## src/rtl/mem_req_demux.sv

```systemverilog
// Steers one upstream memory request to the data RAM (t0) or the MMIO window (t1) by address.
// Tracks the single outstanding request and returns its response, or an error response on timeout.
module mem_req_demux #(
    parameter int          N       = 32,
    parameter int          A       = 32,
    parameter logic [A-1:0] T1_BASE = 'h0000_1000,
    parameter logic [A-1:0] T1_MASK = 'hFFFF_F000,
    parameter int          TIMEOUT = 16
) (
    input  logic           i_clk,
    input  logic           i_rst,

    input  logic           i_req_valid,
    output logic           o_req_ready,
    input  logic [A-1:0]   i_req_addr,
    input  logic           i_req_we,
    input  logic [N-1:0]   i_req_wdata,
    input  logic [N/8-1:0] i_req_be,

    output logic           o_resp_valid,
    output logic [N-1:0]   o_resp_rdata,
    output logic           o_resp_err,

    output logic           o_t0_req_valid,
    input  logic           i_t0_req_ready,
    output logic [A-1:0]   o_t0_addr,
    output logic           o_t0_we,
    output logic [N-1:0]   o_t0_wdata,
    output logic [N/8-1:0] o_t0_be,
    input  logic           i_t0_resp_valid,
    input  logic [N-1:0]   i_t0_rdata,

    output logic           o_t1_req_valid,
    input  logic           i_t1_req_ready,
    output logic [A-1:0]   o_t1_addr,
    output logic           o_t1_we,
    output logic [N-1:0]   o_t1_wdata,
    output logic [N/8-1:0] o_t1_be,
    input  logic           i_t1_resp_valid,
    input  logic [N-1:0]   i_t1_rdata
);

    localparam int TW = $clog2(TIMEOUT + 1);

    typedef enum logic [1:0] {
        IDLE,
        WAIT0,
        WAIT1
    } state_t;

    state_t         r_state;
    logic [TW-1:0]  r_timer;
    logic           r_we;
    logic           r_resp_valid;
    logic [N-1:0]   r_resp_rdata;
    logic           r_resp_err;

    logic           w_sel;
    logic           w_idle;
    logic           w_accept;
    logic           w_own_resp;
    logic [N-1:0]   w_own_rdata;

    assign w_sel  = ((i_req_addr & T1_MASK) == T1_BASE);
    assign w_idle = (r_state == IDLE);

    assign o_t0_req_valid = w_idle & i_req_valid & ~w_sel;
    assign o_t1_req_valid = w_idle & i_req_valid & w_sel;
    assign o_req_ready    = w_idle & (w_sel ? i_t1_req_ready : i_t0_req_ready);
    assign w_accept       = i_req_valid & o_req_ready;

    assign o_t0_addr  = i_req_addr;
    assign o_t0_we    = i_req_we;
    assign o_t0_wdata = i_req_wdata;
    assign o_t0_be    = i_req_be;
    assign o_t1_addr  = i_req_addr;
    assign o_t1_we    = i_req_we;
    assign o_t1_wdata = i_req_wdata;
    assign o_t1_be    = i_req_be;

    // Only the target that owns the outstanding request is listened to.
    assign w_own_resp  = (r_state == WAIT0) ? i_t0_resp_valid :
                         (r_state == WAIT1) ? i_t1_resp_valid : 1'b0;
    assign w_own_rdata = (r_state == WAIT1) ? i_t1_rdata : i_t0_rdata;

    always_ff @(posedge i_clk) begin
        if (i_rst) begin
            r_state      <= IDLE;
            r_timer      <= '0;
            r_we         <= 1'b0;
            r_resp_valid <= 1'b0;
            r_resp_rdata <= '0;
            r_resp_err   <= 1'b0;
        end else begin
            r_resp_valid <= 1'b0;
            r_resp_rdata <= '0;
            r_resp_err   <= 1'b0;
            case (r_state)
                IDLE: begin
                    if (w_accept) begin
                        r_state <= w_sel ? WAIT1 : WAIT0;
                        r_timer <= '0;
                        r_we    <= i_req_we;
                    end
                end
                WAIT0, WAIT1: begin
                    // A real response beats a timeout landing in the same cycle.
                    if (w_own_resp) begin
                        r_resp_valid <= 1'b1;
                        r_resp_rdata <= r_we ? '0 : w_own_rdata;
                        r_state      <= IDLE;
                        r_timer      <= '0;
                    end else if (r_timer == TW'(TIMEOUT - 1)) begin
                        r_resp_valid <= 1'b1;
                        r_resp_err   <= 1'b1;
                        r_state      <= IDLE;
                        r_timer      <= '0;
                    end else begin
                        r_timer <= r_timer + 1'b1;
                    end
                end
                default: begin
                    r_state <= IDLE;
                    r_timer <= '0;
                end
            endcase
        end
    end

    assign o_resp_valid = r_resp_valid;
    assign o_resp_rdata = r_resp_rdata;
    assign o_resp_err   = r_resp_err;

endmodule
```

## config.mk

```make
export PLATFORM = sky130hd
export DESIGN_NAME = mem_req_demux
export DESIGN_NICKNAME = d
export VERILOG_FILES = /design/src/rtl/mem_req_demux.sv
export SDC_FILE = /design/constraint.sdc
export NUM_CORES = 1
export LEC_CHECK = 0
export CAP_MARGIN = 40
export CORE_AREA = 8 8 115 117
export CTS_BUF_LIST = sky130_fd_sc_hd__clkbuf_16
export DETAILED_ROUTE_END_ITERATION = 8
export DIE_AREA = 0 0 123 125
export HOLD_SLACK_MARGIN = 0.15
export MAX_ROUTING_LAYER = met4
export PLACE_DENSITY = 0.74
export SYNTH_ARGS = -nofsm -noshare
export SYNTH_HDL_FRONTEND = slang
export SYNTH_SLANG_ARGS = --single-unit
```

## constraint.sdc

```tcl
create_clock -name i_clk -period 4.77 [get_ports i_clk]
set_clock_uncertainty 0.1 [all_clocks]
set_input_delay 1.431 -clock i_clk [delete_from_list [all_inputs] [get_ports i_clk]]
set_output_delay 1.431 -clock i_clk [all_outputs]
set_load 0.03 [all_outputs]
```

==> flow_metrics.py, run 1 <==
metrics = {
    "outcome": {
        "status": "finished, final reports clean",
    },
    "sta": {
        "period_needed_ps": 4590,
        "rsz0062_at_grt": "no",
        "slew_headroom_pct": 62.9,
        "worst_pin_slew_ps": 556,
        "fmax_mhz": 218,
        "setup_viol": 0,
        "setup_tns_ps": 0,
        "fin_ws_ps": 179,
        "period_share_pct": 96.3,
        "slew_violations": 0,
        "hold_viol_final": 0,
    },
    "global_route": {
        "grt.total_usage_pct": 11.4,
        "grt_pass1_wl_um": 13400,
        "overflow": 0,
        "grt_max_degree": 33,
        "grt_antenna_before_repair": 0,
        "grt_pass1_vias": 2326,
    },
    "power": {
        "intPower_uw": 708,
        "powerDensity_nw_per_um2": 258,
        "swShare_pct": 29.8,
        "p_sw_uw": 300,
        "power_frac_comb_pct": 30.5,
        "ir_worst_vdd_v": 0.000126,
        "cellLeakagePower_nw": 1.41,
        "pwr-share-clk_pct": 32.8,
        "p_seq_share_pct": 36.7,
    },
    "detailed_routing": {
        "dr.pass1.iters": 4,
        "postRouteAntennaNets": 0,
        "drc": 0,
        "wl_um": 8810,
        "via_count": 2137,
        "viasPerCell": 4.19,
        "drtIter0Drc": 52,
        "wl_per_cell_um": 17.3,
    },
    "cells_and_area": {
        "multi_input_area_um2": 938,
        "final_net_count": 506,
        "area_growth_pct": 35.8,
        "finalCoreUtilization_pct": 33.7,
        "fillers": 1223,
        "layout.area.seq_um2": 841,
        "insertedDiodeCount": 0,
        "final_layout_size_suffix_gt1_share_pct": 7.71,
    },
    "clock_network": {
        "clkLatencyLatePin_ps": 280,
        "clock-root-buffer": "clkbuf_16",
        "h-tree-depth": 2,
        "clkTransAtPathRegs_ps": 60,
        "clock_path_buffers": 2,
        "cts_tree": "yes",
        "postCtsSetupBuffers": 0,
        "cts.sink_count": 42,
        "numCtsBuffers": 5,
    },
    "placement": {
        "place_congestion": 0.751,
        "io_buffers": 170,
        "place_ws_ps": 14.3,
        "hpwlAfterDp_um": 7540,
    },
    "worst_setup_path": {
        "crit_path_max_fanout": 3,
        "cp.required_ps": 3240,
        "crit_path_start_kind": "input port",
        "path_class": "input port to primary output",
        "cp.arrival_ps": 3060,
        "cp-end-kind": "primary output",
    },
    "floorplanning": {
        "design.core.area_um2": 11600,
        "io_pins": 315,
        "die_y_um": 125,
        "die_x_um": 123,
        "rows": 40,
        "dieArea_um2": 15400,
        "start_util_pct": 24.8,
    },
    "worst_hold_path": {
        "hold_path_class": "flop to flop",
    },
    "logic_synthesis": {
        "syn_area_um2": 2880,
        "synthArstFlopShare_pct": 0,
        "yosysWarnings": 0,
        "synth_largest_area_cell": "buf_4",
        "synth_nets": 467,
        "postSynthAreaPerCell_um2": 8.91,
        "synth_top_area_share_pct": 36.0,
        "ys.flop_type": "dfxtp_1",
        "yosysUniqueCellTypes": 38,
        "synth_top_cells_by_area": "buf_4 36%, dfxtp_1 29%, mux2i_1 12%",
        "ys_seq_area_share_pct": 29.2,
        "yosys.cell_count.top_type": "buf_4",
        "synthTopCellsByCount": "138 x buf_4, 42 x dfxtp_1, 37 x nor2_1",
        "synth_edf_count": 0,
        "ys_ff_latch": 42,
        "netlist_instances": 323,
    },
    "job": {
        "drv_cap": 0,
    },
}
-- area by class of cell --
cell class,instances,area share [%]
sequential,42,21.5
tap,147,4.70
timing repair buffer,180,45.9
multi-input combinational,130,24.0
inverter,3,0.288
clock inverter,3,0.416
clock buffer,5,3.20
-- layout by cell type, fill, tap and decap left out, drive strengths merged, types with 3 or more instances in the layout --
cell type / Yosys / final
nand2b: 4 / 4
nor2: 37 / 37
nor4: 4 / 4
nor3: 3 / 3
buf: 143 / 12
and3: 3 / 3
nand3: 4 / 4
nand2: 7 / 7
dfxtp: 42 / 42
o21ai: 5 / 5
clkdlybuf4s50: 0 / 167
mux2i: 35 / 35
ha: 4 / 4
inv: 3 / 3
a21oi: 4 / 4
clkbuf: 4 / 5
-- routing by layer --
| metal | part of all wire [%] | GRT usage, % |
|---|---|---|
| met1 | 29 | 9.15 |
| met2 | 57 | 22.0 |
| met3 | 9.7 | 4.23 |
| met4 | 3.6 | 5.17 |
| met5 | 0 | - |
-- timing repair --
item | CTS | global route
gates resized for setup | 0 | 2
hold buffers | 0 | 0
hold endpoints to repair | 0 | 0
setup endpoints to repair | 0 | 2
-- worst paths after layout --
path                  start         endpoint  slack (ps)  depth (start not counted)
max          i_req_addr[22]      o_req_ready         180                          7
min                    r_we             r_we         400                          2
max reg2reg      r_state[1]  o_resp_rdata[8]        2590                          7
min reg2reg            r_we             r_we         400                          2
-- metrics by stage --
stage | total power [mW] | instance area [um^2] | cells | hold WS (ps)
finish | 1.01 | 3910 | 510 | 395
global route | 1.06 | 3910 | 510 | 402
floorplan | 0.702 | 2880 | 323 | 345
CTS | 1.03 | 3910 | 510 | 393
detailed placement | 0.687 | 3770 | 502 | 380
global placement | 0.680 | 3740 | 501 | 382
-- sequential cells by signal (all words and copies together) (netlist names) --
signal and count:
o_resp_valid 1, r_state 2, r_timer 5, o_resp_rdata 32
r_we 1, o_resp_err 1
-- power by group through the flow --
stage / Sequential (mW) / Clock (mW) / Combinational (mW)
5_1_grt: 0.372 / 0.360 / 0.331
4_1_cts: 0.371 / 0.346 / 0.310
3_3_place_gp: 0.378 / 0 / 0.302
3_5_place_dp: 0.379 / 0 / 0.308
2_1_floorplan: 0.391 / 0 / 0.311
6_report: 0.371 / 0.331 / 0.307
-- cell families after synthesis --
logic type      after synthesis  share of synthesized area, %
compound gates               16                          3.78
fa+ha+maj                     4                          1.74
buf+inv                     151                          38.3
flops                        42                          29.2
mux                          35                          12.2
simple gates                 75                          14.8
-- critical path: stages --
cell and delay, ps:
clkdlybuf4s50_1 470, nor4_2 340, buf_4 160, and3_1 190, nand4_1 120, a21oi_1 150
buf_4 180
Power figures use the tool's default switching activity.
==> inputs of run 2 (changes only) <==
--- a/config.mk
+++ b/config.mk
@@ -8,6 +8,7 @@
 export CAP_MARGIN = 40
 export CORE_AREA = 8 8 115 117
 export CTS_BUF_LIST = sky130_fd_sc_hd__clkbuf_16
+export CTS_CLUSTER_SIZE = 40
 export DETAILED_ROUTE_END_ITERATION = 8
 export DIE_AREA = 0 0 123 125
 export HOLD_SLACK_MARGIN = 0.15
==> constraint.sdc (replaced) <==
create_clock -name i_clk -period 4.77 [get_ports i_clk]
set_clock_uncertainty 0.1 [all_clocks]
set_input_delay 1.431 -clock i_clk [delete_from_list [all_inputs] [get_ports i_clk]]
set_output_delay 1.431 -clock i_clk [all_outputs]
set_load 0.02 [all_outputs]
==> run 2 against run 1 <==
  * Cell count grew 1.8%
  * Clock power grew 13%
  * Critical path depth is the same
  * Sequential cell count unchanged
  * Count of clock-buffer cells in the layout did not move
  * Die area did not move
  * Worst setup slack worse by 50 ps
  * Largest power group is now clock
  * Highest routed layer unchanged
==> flow_metrics.py, run 2 (synthesis gave the netlist of run 1 again) <==
metrics = {
    "outcome": {
        "status": "finished, final reports clean",
    },
    "detailed_routing": {
        "postRouteAntennaNets": 0,
        "drtIter0Drc": 41,
        "viasPerCell": 4.10,
        "drc": 0,
        "via_count": 2129,
        "dr.pass1.iters": 4,
        "wl_um": 8950,
        "wl_per_cell_um": 17.2,
    },
    "floorplanning": {
        "start_util_pct": 24.8,
        "design.core.area_um2": 11600,
        "rows": 40,
        "dieArea_um2": 15400,
        "die_y_um": 125,
        "io_pins": 315,
        "die_x_um": 123,
    },
    "placement": {
        "place_congestion": 0.786,
        "numPlacedInstances": 511,
        "hpwlAfterDp_um": 7680,
        "io_buffers": 170,
    },
    "job": {
        "drv_cap": 0,
    },
    "power": {
        "ir_worst_vdd_v": 0.000118,
        "powerDensity_nw_per_um2": 258,
        "cellLeakagePower_nw": 1.46,
    },
    "sta": {
        "slew_headroom_pct": 60.6,
        "hold_viol_final": 0,
        "slew_violations": 0,
        "worst_pin_slew_ps": 591,
        "setup_tns_ps": 0,
        "period_share_pct": 97.3,
        "setup_viol": 0,
        "period_needed_ps": 4640,
        "rsz0062_at_grt": "no",
        "fmax_mhz": 215,
        "holdWs_ps": 381,
    },
    "global_route": {
        "grt.total_usage_pct": 11.3,
        "overflow": 0,
        "grt_pass1_wl_um": 13200,
        "grt_antenna_before_repair": 0,
        "grt_pass1_vias": 2338,
        "grt_max_degree": 33,
    },
    "cells_and_area": {
        "final_layout_size_suffix_gt1_share_pct": 9.68,
        "final_cells": 519,
        "area_growth_pct": 39.5,
        "insertedDiodeCount": 0,
        "largest_register_ffs": 32,
        "final_net_count": 516,
        "layout_commonest_cell": "clkdlybuf4s50_1",
        "final_cell_mix": "167 x clkdlybuf4s50_1, 42 x dfxtp_1, 37 x nor2_1, 35 x mux2i_1, 19 x buf_4",
    },
    "worst_setup_path": {
        "path_class": "input port to primary output",
        "cp.required_ps": 3240,
        "cp.arrival_ps": 3110,
        "cp-end-kind": "primary output",
        "crit_path_max_fanout": 3,
        "crit_path_start_kind": "input port",
    },
    "clock_network": {
        "cts_tree": "yes",
        "clock-root-buffer": "clkbuf_16",
        "clock_path_buffers": 2,
        "h-tree-depth": 2,
        "clkTransAtPathRegs_ps": 60,
        "clkLatencyLatePin_ps": 270,
        "numCtsBuffers": 5,
        "cts.sink_count": 42,
    },
    "worst_hold_path": {
        "hold_path_class": "flop to flop",
    },
}
run 2: path summary, 6_finish.rpt:
path | from | to | slack [ps] | cells after the start
worst max register to register | r_state[1] | o_resp_rdata[8] | 2610 | 7
worst min-delay path | r_we | r_we | 380 | 2
worst max-delay path | i_req_addr[26] | o_t0_req_valid | 130 | 7
worst min register to register | r_we | r_we | 380 | 2
run 2: worst max-delay path, stage by stage:
cell and delay (ps):
clkdlybuf4s50_1 460, nor4_4 350, nand3_1 180, buf_4 170, nor2_1 130, nor2_1 60, dlygate4sd2_1 320
run 2: what timing repair did:
action / in CTS / in global routing
endpoints found under the setup margin: 3 / 2
buffers inserted: 1 / 0
hold buffers: 0 / 0
pin swaps: 1 / 1
gates resized for setup: 5 / 2
run 2: layout make-up:
class,instances,area (um^2)
Fill cell,1182,7600
Timing Repair Buffer,190,1860
Multi-Input combinational cell,130,956
Sequential cell,42,841
Tap cell,147,184
Clock buffer,5,125
Clock inverter,2,33.8
Inverter,3,11.3
run 2: per-stage QoR:
| step | setup WS (ps) | utilization [%] | power (mW) | cell area, um^2 |
|---|---|---|---|---|
| 2_1_floorplan | 812 | - | 0.646 | 2880 |
| 3_3_place_gp | -170 | 32.8 | 0.665 | 3810 |
| 3_5_place_dp | -261 | 33.1 | 0.673 | 3840 |
| 4_1_cts | 43.1 | 34.6 | 1.06 | 4020 |
| 5_1_grt | 19.6 | 34.6 | 1.09 | 4020 |
| 6_report | 129 | 34.6 | 1.04 | 4020 |
run 2: layer usage:
layer / vias up / routed length (um) / GRT usage, %
li1: 1016 / - / -
met1: 954 / 2600 / 8.81
met2: 125 / 5180 / 22.0
met3: 34 / 861 / 4.50
met4: 0 / 308 / 5.10
met5: - / 0 / -
run 2: power by group:
part,internal (mW),total [mW],switching (mW)
clock,0.242,0.374,0.132
sequential,0.364,0.370,0.00603
combinational,0.157,0.291,0.134
